==> src/rtl/ex_mem_skid_stage.sv <==
// EX->MEM pipeline stage with a two-entry skid buffer, flush and bubble masking.
// One-cycle latency. in_ready is a registered signal (!skid_v), so there is no path from out_ready to in_ready.
module ex_mem_skid_stage #(
  parameter int CTRL_W = 5,
  parameter int DATA_W = 133,
  parameter int CNT_W  = 16
) (
  input  logic              clk,
  input  logic              rst,
  input  logic              in_valid,
  output logic              in_ready,
  input  logic [CTRL_W-1:0] in_ctrl,
  input  logic [DATA_W-1:0] in_data,
  input  logic              flush,
  output logic              out_valid,
  input  logic              out_ready,
  output logic [CTRL_W-1:0] out_ctrl,
  output logic [DATA_W-1:0] out_data,
  output logic [1:0]        occupancy,
  output logic [CNT_W-1:0]  stall_cnt
);

  localparam logic [CNT_W-1:0] CNT_MAX = '1;

  logic              main_v;
  logic              skid_v;
  logic [CTRL_W-1:0] main_ctrl;
  logic [CTRL_W-1:0] skid_ctrl;
  logic [DATA_W-1:0] main_data;
  logic [DATA_W-1:0] skid_data;
  logic              acc;
  logic              pop;

  assign in_ready  = !skid_v;
  assign acc       = in_valid & in_ready;
  assign pop       = main_v & out_ready;
  assign out_valid = main_v;
  // A bubble must never carry regWrite/memWrite downstream.
  assign out_ctrl  = main_v ? main_ctrl : '0;
  assign out_data  = main_data;
  assign occupancy = {1'b0, main_v} + {1'b0, skid_v};

  always_ff @(posedge clk or posedge rst) begin
    if (rst) begin
      main_v    <= 1'b0;
      skid_v    <= 1'b0;
      main_ctrl <= '0;
      skid_ctrl <= '0;
      main_data <= '0;
      skid_data <= '0;
    end else if (flush) begin
      // Data registers are left alone; only valids and control are killed.
      main_v    <= 1'b0;
      skid_v    <= 1'b0;
      main_ctrl <= '0;
      skid_ctrl <= '0;
    end else if (!main_v || pop) begin
      if (skid_v) begin
        // skid full implies in_ready=0, so no new beat arrives this edge.
        main_v    <= 1'b1;
        main_ctrl <= skid_ctrl;
        main_data <= skid_data;
        skid_v    <= 1'b0;
      end else begin
        main_v <= acc;
        if (acc) begin
          main_ctrl <= in_ctrl;
          main_data <= in_data;
        end
      end
    end else if (acc) begin
      skid_v    <= 1'b1;
      skid_ctrl <= in_ctrl;
      skid_data <= in_data;
    end
  end

  always_ff @(posedge clk or posedge rst) begin
    if (rst) begin
      stall_cnt <= '0;
    end else if (main_v && !out_ready && (stall_cnt != CNT_MAX)) begin
      stall_cnt <= stall_cnt + 1'b1;
    end
  end

endmodule

==> config.mk <==
export PLATFORM = sky130hd
export DESIGN_NAME = ex_mem_skid_stage
export DESIGN_NICKNAME = d
export VERILOG_FILES = /design/src/rtl/ex_mem_skid_stage.sv
export SDC_FILE = /design/constraint.sdc
export NUM_CORES = 1
export LEC_CHECK = 0
export ABC_AREA = 1
export BUFFER_PORTS_ARGS = -buffer_cell sky130_fd_sc_hd__buf_2
export CORE_ASPECT_RATIO = 0.7
export CORE_MARGIN = 1.5
export CORE_UTILIZATION = 25
export CTS_CLUSTER_SIZE = 30
export DETAILED_ROUTE_END_ITERATION = 16
export SLEW_MARGIN = 10
export SYNTH_ARGS = -nofsm -noshare
export SYNTH_HDL_FRONTEND = slang
export SYNTH_SLANG_ARGS = --single-unit
==> constraint.sdc <==
create_clock -name clk -period 20.4 [get_ports clk]
set_input_delay 3.06 -clock clk [delete_from_list [all_inputs] [get_ports clk]]
set_output_delay 3.06 -clock clk [all_outputs]
set_load 0.005 [all_outputs]
======== Word level (Yosys, flattened, before mapping) ========
Index checks and enable logic that the tools add are counted.
operators by class
  add/sub/neg operators ................... 2
  equal/unequal tests ..................... 2
  mux-type cells .......................... 15
  bitwise operators ....................... 4
  reductions and logical operators ........ 15
operators with widths
  cell                     count
  $mux W133                2
  $mux W5                  7
  $add A16 B1 Y16 const B  1
  $ne A16 B16 Y1 const B   1
  $mux W1                  6
  $reduce_and A3 Y1        2
  $reduce_bool A2 Y1       3
  $reduce_bool A3 Y1       2
  $reduce_and A2 Y1        2
  $logic_not A1 Y1         3
  $add A1 B1 Y2            1
  $and A1 B1 Y1            2
  $logic_and A1 B1 Y1      2
  $ne A2 B2 Y1 const B     1
  $not A1 Y1               2
  $logic_or A1 B1 Y1       1
word-level totals
  register bits after elaboration ......... 294
  output and inout bits ................... 158
  logic and storage cells ................. 45

======== Depth between registers and ports, before layout ========
Gate-level depths: netlist of the first run.
  word-level depth ........................ 6
  depth in mapped cells ................... 10
  depth with buffers taken out ............ 9

======== Least setup slack after synthesis of the first run ========
No wires, ideal clock.
  path type ............................... register to output
  from .................................... register skid_v
  to ...................................... output in_ready
  arrival time ............................ 1.017 ns
  path slack .............................. 16.323 ns
  stages on the path, launching flop included .. 5
  buffers on the path ..................... 3
  cells stage by stage .................... dfrtp_1 -> buf_4 -> inv_2 -> buf_2 -> buf_2
on the way
  longest elaborated chain between the ends .. 1
RTL lines
  item                    RTL line  text
  from (decl)             26        logic skid_v;
  from (signal assigned)  46        skid_v <= 1'b0;
  from (signal assigned)  54        skid_v <= 1'b0;
  from (signal assigned)  63        skid_v <= 1'b0;
  $logic_not A1 Y1        34        assign in_ready = !skid_v;
  to (decl)               11        output logic in_ready,
No other way between the ends.

======== Worst setup path after layout of the first run ========
  from .................................... input out_ready
  to ...................................... register main_data[64] (netlist: out_data[64])
on the way
  longest elaborated chain between the ends .. 3
RTL lines
  item                                RTL line  text
  from (decl)                         16        input logic out_ready,
  $and A1 B1 Y1                       36        assign pop = main_v & out_ready;
  $logic_or A1 B1 Y1                  57        end else if (!main_v || pop) begin
  $reduce_and A3 Y1 (no source line)  -
  to (signal assigned)                62        main_data <= skid_data;
  to (signal assigned)                68        main_data <= in_data;
  to (decl)                           29        logic [DATA_W-1:0] main_data;
No other way between the ends.
A chain may end at the register's enable or synchronous reset.

==> results of run 1 <==
per-stage QoR:
stage	instance area [µm²]	instances	hold slack [ns]	worst slack [ns]
2_1_floorplan	13220	1496	0.4479	9.221
3_3_place_gp	15050	2399	0.4603	14.15
3_5_place_dp	15050	2399	0.4674	14.12
4_1_cts	16140	2453	0.4822	14.73
5_1_grt	16140	2453	0.4941	14.43
6_report	16140	2453	0.4784	14.78
power by group through the flow:
stage	Combinational, mW	Clock [mW]	Sequential, mW
final	0.259	0.606	0.767
after global routing	0.299	0.651	0.782
after CTS	0.265	0.629	0.767
after detailed placement	0.264	0	0.776
after global placement	0.255	0	0.773
after floorplan	0.162	0	0.768
cells in the mapped netlist, types with 2 or more instances:
library cell and n:
buf_8 5, nand3_1 18, o21ai_0 170, mux2i_1 2
buf_2 47, o21ai_2 60, dfrtp_1 294, xnor2_1 6
inv_2 2, nand2_2 62, nand2_1 415, clkbuf_1 14
nor2_4 2, nor2_1 19, inv_1 155, buf_12 2
nor2_2 2, ha_1 2, nand4_1 2, nand3b_1 4
o21ai_1 185, buf_6 18, clkbuf_2 2
kinds of logic after synthesis:
family,share of synthesized area
XOR/XNOR,0.004638
buffers and inverters,0.09228
adder cells (fa/ha/maj),0.001893
multiplexers,0.001514
AO/OA/AOI/OAI,0.1758
flip-flops,0.5565
AND/OR/NAND/NOR,0.1674
critical path, cell delays in order:
cell	delay, ns
buf_2	0.09
inv_1	0.08
nand2_4	0.10
o21ai_4	0.12
nor2_2	0.10
inv_8	0.50
buf_4	0.88
buf_4	0.83
nand2_1	0.11
o21ai_1	0.12
layout make-up:
cell class / instances / area [µm²] / share of cell area
clock buffer: 47 / 925.9 / 0.05736
tap: 684 / 855.8 / 0.05302
multi-input combinational: 955 / 4657 / 0.2885
inverter: 157 / 609.3 / 0.03775
clock inverter: 7 / 166.4 / 0.01031
sequential: 294 / 7357 / 0.4558
timing repair buffer: 309 / 1569 / 0.09721
registers in the layout (all words and copies together), names as in the netlist:
register	count
main_ctrl	5
skid_v	1
stall_cnt	16
out_valid	1
out_data	133
skid_ctrl	5
skid_data	133
routing by layer:
layer	wire length, µm	part of all wire	GRT usage
met1	16130	0.49	0.1717
met5	0	0	0
met3	1456	0.044	0.02213
met2	14600	0.44	0.1831
met4	702	0.021	0.02874
worst max path at each step:
stage,end,start,slack (ns)
3_3_place_gp,out_data[64],out_ready,14.15
2_1_floorplan,main_ctrl[0],rst,9.22
5_1_grt,out_data[64],out_ready,14.43
6_report,out_data[64],out_ready,14.78
3_5_place_dp,out_data[64],out_ready,14.12
4_1_cts,out_data[64],out_ready,14.73
==> metrics, run 1 <==
register area share after synthesis 0.5565; Pins Over Slew Limit 0; commonest non-fill, non-tap cell in the layout nand2_1; Final #Nets 1,893; HP Class reg2reg; worst reg2reg path depth 7; clock power share 0.371; setup bufs post-CTS 0; outcome finished, final reports clean; Hold Fails Final Rpt 0; DIE AREA 0.05429 mm²; drt via density 4.225; grt total ovfl 0; Final GP Congestion 0.8329; CTS Root Cell clkbuf_16; ys async rst share 1.000; Post-DRT Antenna Nets 0; HP Start skid_data[64]; num rows 70; Core Util, Final 0.3092; end of the worst register-to-register path out_data[64]; drt first-iter violations 592; Resize count post-CTS 0; number of diodes 0; post-synth top area share 0.5565; DR pass1 iterations 5; Ys Warns 0; Die X 277.9 µm; All-Layer GR Usage 0.1189; Syn Nets 1,641; Leak Pwr 8.475 nW; layout cell share with drive strength beyond 1 0.2759; Tcrit/Tclk final 0.2753; RSZ-0062 raised after global routing no; hold path depth 2; post-synth top area cell dfrtp_1; Max VDD drop 0.04321 mV; Synth area leaders dfrtp_1, nand2_1, o21ai_1, o21ai_0, inv_1; vias in the first global route 9,977; Tot Pwr 1.632 mW; routed vias 10,365; total negative slack 0 ns; Distinct cells, synth 31; core area 0.05220 mm²; DRC 0; Req. time, crit path 20.88 ns; synthesized instance count 1,496; Final setup viols 0; sequential power share 0.470; Crit Path Max Fanout 134; Max-Slew Margin vs Limit 0.3252; Avg WL per Cell 13.41 µm; CTS Hold Bufs 0; Arr. time, crit path 6.10 ns; pin count of the biggest net entering global routing 135; hold endpoint skid_data[64]; Num CTS Buffers 31; Logic pwr share 0.159; Worst Tran Pin Value 1.012 ns; first-pass GRT wire length 53,580 µm; Layout Area Growth over Synthesis 22.09%; Worst Skew 0.007689 ns; Final min period 5.617 ns; WL final 32,890 µm; Detailed Place HPWL 22,190 µm; Clock Latency Late Sink 0.57 ns; internal power 1.187 mW; Die Y 195.4 µm; H-tree lvl count 1; PortBufs 300; initial antenna violation count 0; CTS clock-pin slew for the worst setup and hold paths 0.06 ns; CTS tree built; Switch Pwr 0.4452 mW; Register-to-Register Setup Slack 16.76 ns; FF-to-FF Start skid_v; kind of critical path in2reg; EDFF count, synth 0; PD cells 101.1 mW/mm²; crit end category flip-flop; Fill cells 5,487; CP startpoint kind input pin; commonest non-fill, non-tap cells in the layout nand2_1, buf_2, dfrtp_1, o21ai_1, o21ai_0; Clock Sinks 294; ys flop type dfrtp_1; # Max-Cap Violations 0; Highest Clock Rate 0.1780 GHz; FF+latch count, synth 294; Syn Area/Cell 8.837 µm²; Mapped Area 0.01322 mm²; starting density of the core 0.2533; CTS max path bufs 3; Switching Share 0.2728; io pins 301
(Power assumes the default switching activity.)
==> inputs of run 2 (changes only) <==
Clock period 20.4 ns to 5.5 ns, I/O delays scaled along.
==> metrics, run 2 (synthesized netlist as in run 1, its figures left out) <==
outcome finished, final reports clean; Final setup viols 0 (unchanged); Detailed Place HPWL 22,150 µm (-0.19%); core area 0.05220 mm² (unchanged); Final GP Congestion 0.8376 (+0.56%); PD cells 378.6 mW/mm² (+270%); layout cell share with drive strength beyond 1 0.2772 (+0.001382); HP Class in2async; Num CTS Buffers 34 (+9.7%); setup bufs post-CTS 0 (unchanged); Max VDD drop 0.1839 mV (+330%); Clock Latency Late Sink 0.53 ns (-0.04 ns); Met3 Routed Length 1908 µm (+31%); Max-Slew Margin vs Limit 0.3116 (-0.01362); Hold Fails Final Rpt 0 (unchanged); Die X 277.9 µm (unchanged); H-tree lvl count 2 (+1); final setup margin 2.685 ns (-12.10 ns); Crit Path Max Fanout 120 (-10%); PortBufs 300 (unchanged); Clock Sinks 294 (unchanged); DR pass1 iterations 5 (unchanged); Avg WL per Cell 13.80 µm (+2.9%); drt first-iter violations 681 (+15%); Highest Clock Rate 0.3552 GHz; Layout Area Growth over Synthesis 22.91%; met2 WL post-DR 14,860 µm (+1.8%); initial antenna violation count 5 (+5); Worst Skew 0.01488 ns (+0.007189 ns); Tot Pwr 6.152 mW (+280%); CTS max path bufs 3 (unchanged); All-Layer GR Usage 0.1257 (+0.006805); total negative slack 0 ns (unchanged); pre-CTS setup slack 2.658 ns (-11.46 ns); grt total ovfl 0 (unchanged); Post-DRT Antenna Nets 0 (unchanged); CTS clock-pin slew for the worst setup and hold paths 0.06 ns (about the same); routed vias 10,459 (+0.91%); Final #Nets 1,894 (+0.053%); DRC 0 (unchanged); Pins Over Slew Limit 0 (unchanged); Leak Pwr 8.526 nW (+0.60%); met1 WL 16,310 µm (+1.1%); Worst Tran Pin Value 1.033 ns (+0.02042 ns); Final min period 2.815 ns; vias in the first global route 10,160 (+1.8%); CP startpoint kind flip-flop; commonest non-fill, non-tap cells in the layout nand2_1, buf_2, dfrtp_1, o21ai_1, o21ai_0; commonest non-fill, non-tap cell in the layout nand2_1; Tcrit/Tclk final 0.5119; CTS tree built; max layer used met5; Die Y 195.4 µm (unchanged); kind of critical path reg2out; # Max-Cap Violations 0 (unchanged); CTS Hold Bufs 0 (unchanged); io pins 301 (unchanged); num rows 70 (unchanged); Req. time, crit path 4.68 ns (-16.20 ns); starting density of the core 0.2533 (unchanged); first-pass GRT wire length 55,610 µm (+3.8%); RSZ-0062 raised after global routing no; WL final 33,890 µm (+3.0%); drt via density 4.259 (+0.78%); CTS Root Cell clkbuf_16; Arr. time, crit path 1.99 ns (-4.11 ns); Resize count post-CTS 0 (unchanged); pin count of the biggest net entering global routing 156 (+16%); crit end category output pin; DIE AREA 0.05429 mm² (unchanged)
## run 2: cell count changes in the layout (fill, tap and decap cells not counted), sizes merged
cell / delta
clkbuf: +5
bufinv: -3
buf: -2
clkinv: +2
clkinvlp: +1
diode: +1
inv: -1
## run 2: layout make-up
class / count / area [µm²]
well taps: 684 / 855.8
multi-input cells: 955 / 4657
inverters: 157 / 605.6
clock buffers: 52 / 1072
repair buffers: 307 / 1617
clock inverters: 6 / 82.58
flip-flops and latches: 294 / 7357
fillers: 5538 / 35950
diodes: 1 / 2.502
## run 2: metal layers
metal	global-route usage	vias up
met5	0	-
met4	0.03947	8
met3	0.03171	59
met2	0.1899	218
met1	0.1758	4904
li1	-	5270
## run 2: where the power goes
part           switching [mW]  internal, mW  leakage (nW)
Sequential              0.259          2.59          3.71
Clock                   0.908          1.43         0.568
Combinational           0.529         0.429          4.25
Total                    1.70          4.46          8.53
## run 2: critical path: stages (launching register included)
cell and delay (ns):
dfrtp_1 0.59, inv_6 0.62, buf_2 0.24
## run 2: final timing paths
check	startpoint	to	slack, ns	depth (start not counted)
worst max-delay path	skid_v	in_ready	2.68	2
worst min-delay path	rst	out_data[4]	0.46	3
worst max register to register	skid_v	skid_data[60]	2.97	4
worst min register to register	out_data[117]	out_data[117]	0.48	2
max in group asynchronous	rst	skid_data[92]	4.15	3
min in group clk	out_data[117]	out_data[117]	0.48	2
## run 2: metrics by stage
stage	hold WS, ns	instance area, µm²	instances	utilization
floorplan	0.4479	13220	1496	-
global placement	0.4608	15090	2397	0.2891
detailed placement	0.4678	15090	2397	0.2891
CTS	0.4822	16250	2455	0.3112
global route	0.4973	16250	2455	0.3112
finish	0.4624	16250	2456	0.3113
